### src/rtl/uart_break_detect.sv
// Counts consecutive low line samples and flags a break once the run
// reaches BREAK_LEN; any high sample clears it.
module uart_break_detect #(
    parameter int BREAK_LEN = 32
) (
    input  logic clk,
    input  logic reset,
    input  logic signal,
    output logic break_det
);

    localparam int CW = $clog2(BREAK_LEN + 1);
    localparam logic [CW-1:0] RUN_MAX = CW'(BREAK_LEN);

    logic [CW-1:0] count_q, count_d;

    // Saturate so a long break never wraps back below the threshold.
    always_comb begin
        count_d = count_q;
        if (signal) begin
            count_d = '0;
        end else if (count_q != RUN_MAX) begin
            count_d = count_q + 1'b1;
        end
    end

    always_ff @(posedge clk) begin
        if (!reset) begin
            count_q <= '0;
        end else begin
            count_q <= count_d;
        end
    end

    assign break_det = (count_q == RUN_MAX);

endmodule

### config.mk
export PLATFORM = sky130hd
export DESIGN_NAME = uart_break_detect
export DESIGN_NICKNAME = d
export VERILOG_FILES = /design/src/rtl/uart_break_detect.sv
export SDC_FILE = /design/constraint.sdc
export NUM_CORES = 1
export LEC_CHECK = 0
export ABC_AREA = 0
export CAP_MARGIN = 15
export CORE_AREA = 10 10 47 49
export CTS_CLUSTER_SIZE = 10
export DETAILED_ROUTE_END_ITERATION = 10
export DIE_AREA = 0 0 57 59
export PLACE_DENSITY_LB_ADDON = 0.2
export SKIP_LAST_GASP = 1
export SYNTH_ARGS = -nofsm -noshare
export SYNTH_HDL_FRONTEND = slang
export SYNTH_SLANG_ARGS = --single-unit
### constraint.sdc
create_clock -name clk -period 1.35 [get_ports clk]
set_clock_uncertainty 0.05 [all_clocks]
set_input_delay 0.405 -clock clk [delete_from_list [all_inputs] [get_ports clk]]
set_output_delay 0.405 -clock clk [all_outputs]
set_load 0.02 [all_outputs]
After elaboration in Yosys (flattened, before gate mapping)
Index checks and enable logic that the tools add are counted.
{"block": "word_totals", "regBits": 6, "word_cells": 6}
{"block": "classes", "addsub": 1, "eq_ne": 2, "bitwise_logic": 1, "n_reduce_logical": 1}
{"cell": "adder 6 x 1 -> 6 bit (second input constant)", "n": 1}
{"cell": "equality test 6 bit (second input constant)", "n": 1}
{"cell": "inequality test 6 bit (second input constant)", "n": 1}
{"cell": "OR reduction 2 bit", "n": 1}
{"cell": "inverter 1 bit", "n": 1}

Longest topological paths before layout
{"block": "logic_depth", "depth_word": 2, "ltp_mapped": 5, "ltp_nobuf": 5}

Worst setup path after synthesis
OpenSTA, ideal clock, no wires.
{"block": "synth_timing", "kind": "flip-flop to output port", "from": "register count_q[0]", "to": "output port break_det", "arrival_ps": 1061, "path_slack_ps": -166, "path_stages_with_launch": 5, "cell_sequence": "dfxtp_1 inv_1 ha_1 nand4bb_1 nor2_1"}
{"block": "synth_via", "elab_chain_cells": 1}
{"element": "start: declaration", "line": "15", "text": "logic [CW-1:0] count_q, count_d;"}
{"element": "start signal: assignment", "line": "31", "text": "count_q <= count_d;"}
{"element": "equality test 6 bit", "line": "35", "text": "assign break_det = (count_q == RUN_MAX);"}
{"element": "end: declaration", "line": "9", "text": "output logic break_det"}
Every way passes these cells.

Worst setup path in the final report
Ends and elaborated chain as after synthesis.

==> out/results.txt <==
The tools report the total iterations of the first detailed-routing run as 4. The total power divided by cell area came out at 801 mW/mm². The most common cell in the synthesized netlist is dfxtp_1.

After detailed routing, the average wire length per cell comes to 10.2 µm. The logs give 1210 µm for the first-pass GRT wire length and 0.480 ns for the worst-case hold slack. The worst setup path is of the flop to primary output kind. The via count of the first global-routing pass was 294.

For the worst-skew pair, the clock arrives at the later sink with an insertion delay of 0.24 ns. The congestion estimate from routability-driven global placement came to 0.760. In the routed design, unresolved DRC markers number 0. Counting the buffers created by CTS gives 3. In the synthesized netlist, the cells that appear most often are dfxtp_1, nor3_1, a21oi_1, inv_1. At the pin with the least slew margin, the transition time is 0.254 ns. The most used flip-flop cell after synthesis is dfxtp_1. The cell type with the largest total area after synthesis was dfxtp_1. The flow ran to the end, but the final reports show violations. The site row count was 14. The largest driver fanout on the critical path works out to 2.

Number of flip-flops under the largest register name: 6. The number of fill cells in the layout is 154, and the reg-to-reg setup timing slack is 0.14 ns. The number of buffer and inverter stages on the critical path is 2.

The final reports fail on negative setup slack. In the final layout, the registers with the most flip-flops are count_q: 6 flops. After the first detailed-routing iteration, the DRC count stood at 8. The register bank with the most flops was count_q.

The tree built by TritonCTS fans out to 6 sinks. The tools report the largest net degree at the start of global routing as 7. The relative max-transition margin was 0.831. The minimum period implied by the final worst setup slack was 1.58 ns. On the worst path, the slowest cell contributes a delay of 0.32 ns.

In this run, synthesis inferred 0 flip-flops with an integrated enable. The die covers 0.00336 mm². STA puts the critical path data arrival time at 1.13 ns. The net count after synthesis is 38, and the count of input and output buffers is 3. The final layout contains 54 nets.

The worst setup timing slack at the placement stage is -0.490 ns, and the post-synthesis register bit count is 6. VDD sags by at most 0.508 mV. The worst path setup slack after routing was -0.232 ns. In the post-synthesis netlist, the biggest area contributors are dfxtp_1, ha_1, nor3_1. Proportion of synthesized chip area in sequential cells: 0.405.

In this run the cell area measured after placement is 445 µm². Summed over all layers, the routed wires come to 642 µm. In this run the cell area of the synthesized design comes to 297 µm².

The largest individual stage delay along the critical path comes from the cell dfxtp_2. For this design, the CTS-stage hold fixing added 0 buffers. The logs give 0 for the final count of pins violating max slew and 0 for the number of antenna violations at the first check in global routing.

Among cell families on the critical path, the largest total delay comes from flip-flops. Timing would allow up to 632 MHz. The core area came out at 0.00140 mm².

The final critical-path share of the clock period is 1.17. After clock tree synthesis, the clock-pin slew on the worst setup and hold paths is 0.05 ns. The worst setup path is launched from a flop. The number of failing setup endpoints in the final timing report is 1, and the area added between synthesis and finish is 58.2%.

Dividing the detail-routed via count by the number of cells gives 4.44. The logs give 0 for the total inserted antenna cells and 0.171 nW for the leakage power summed over all cells. The effective utilization at floorplan came out at 0.212.

The detailed router placed 280 vias in this run. Setup repair after global routing could not meet its margin everywhere. The number of instances in the synthesized netlist was 33; the horizontal die dimension was 57 µm. The count of endpoints failing hold in the final timing report came out at 0. Max-cap violations in this run came to 0.

The worst hold path class was flop to flop. STA classifies the critical path endpoint as a primary output. The height of the die is 59 µm, and the required arrival time at the worst endpoint is 0.90 ns.

The post-detailed-route count of antenna-violating nets was 0; the async set-or-reset flop fraction in the synthesized netlist was 0. The tree is rooted in a clkbuf_4. The critical path goes through inv_2, ha_4, nand4bb_4, nor2_4, buf_6. The global router's overall resource usage is 0.0466, and the number of distinct library cells after synthesis is 16.

The finished cells cover 469 µm². The average instance area after synthesis is 8.99 µm². During synthesis, Yosys emitted a total of 0 warnings. TritonCTS built the clock tree.

The run gives 1 as the number of levels in the clock H-tree. The fraction of final layout cells sized beyond drive strength 1 is 0.447. The top-area cell type share of the netlist area is 0.405, and the maximum buffer depth of the clock tree is 2. After global routing the overflow that remains totals 0. In this run the count of I/O pins placed on the die edge is 4.
area by class of cell:
cell class	instances	area (µm²)	share of cell area
inverter	3	11.3	0.0240
clock buffer	3	22.5	0.0480
multi-input combinational	24	201	0.429
timing repair buffer	11	91.3	0.195
sequential	6	123	0.261
tap	16	20.0	0.0427
report_power, final:
part,switching (mW),internal (mW)
clock,0.0594,0.100
sequential,0.00192,0.181
combinational,0.0140,0.0188
total,0.0753,0.300
placed cells by master, fill, tap and decap left out:
master	n
clkdlybuf4s50_1	2
xor2_1	1
xnor2_1	2
nand3_2	1
buf_6	1
nor3_1	5
nand2b_1	1
clkbuf_4	3
buf_4	8
nor2_4	1
nand3_1	2
inv_2	2
inv_1	1
ha_1	1
nand4bb_4	1
or3_1	1
ha_4	1
a21oi_1	3
and4bb_2	1
dfxtp_1	4
dfxtp_2	2
o21ai_0	2
nand2_1	1
layer usage:
layer / wire (µm) / vias up / track usage
met5: 0 / - / 0
met4: 12 / 0 / 0.0201
met3: 25 / 2 / 0.0322
met2: 313 / 5 / 0.0760
met1: 291 / 128 / 0.0449
li1: - / 145 / -
worst paths after layout:
| check | start | to | depth (start not counted) |
|---|---|---|---|
| setup / recovery | count_q[0] | break_det | 5 |
| hold / removal | count_q[5] | count_q[5] | 2 |
| setup reg to reg | count_q[0] | count_q[1] | 6 |
| hold reg to reg | count_q[5] | count_q[5] | 2 |
cell families after synthesis:
kind of cell	count (synthesis)	synth area share
xor gates and xnor gates	3	0.0886
DFF	6	0.405
AOI/OAI and AO/OA	5	0.0844
and+or+nand+nor	14	0.300
buffers and inverters	3	0.0380
adders and majority gates	2	0.0844
stage by stage:
step                      utilization  std cells  setup TNS, ns  total power [mW]
after CTS                       0.335         63         -0.249             0.383
after detailed placement        0.318         60         -0.553             0.220
after global placement          0.318         60         -0.519             0.220
after floorplan                     -         33              0             0.203
final                           0.335         63         -0.232             0.376
after global routing            0.335         63         -0.286             0.396
worst reg2reg max path: cells and delay by family (launching register included):
family	cells	cell delay, ns
compound gates	2	0.22
flops	1	0.32
simple gates	1	0.13
fa+ha+maj	1	0.14
buf+inv	2	0.23
what timing repair did:
item | CTS | global route
gates resized for setup | 6 | 0
setup endpoints to repair | 1 | 1
pin swaps | 1 | 0
buffers inserted | 0 | 0
(Power assumes the default switching activity.)
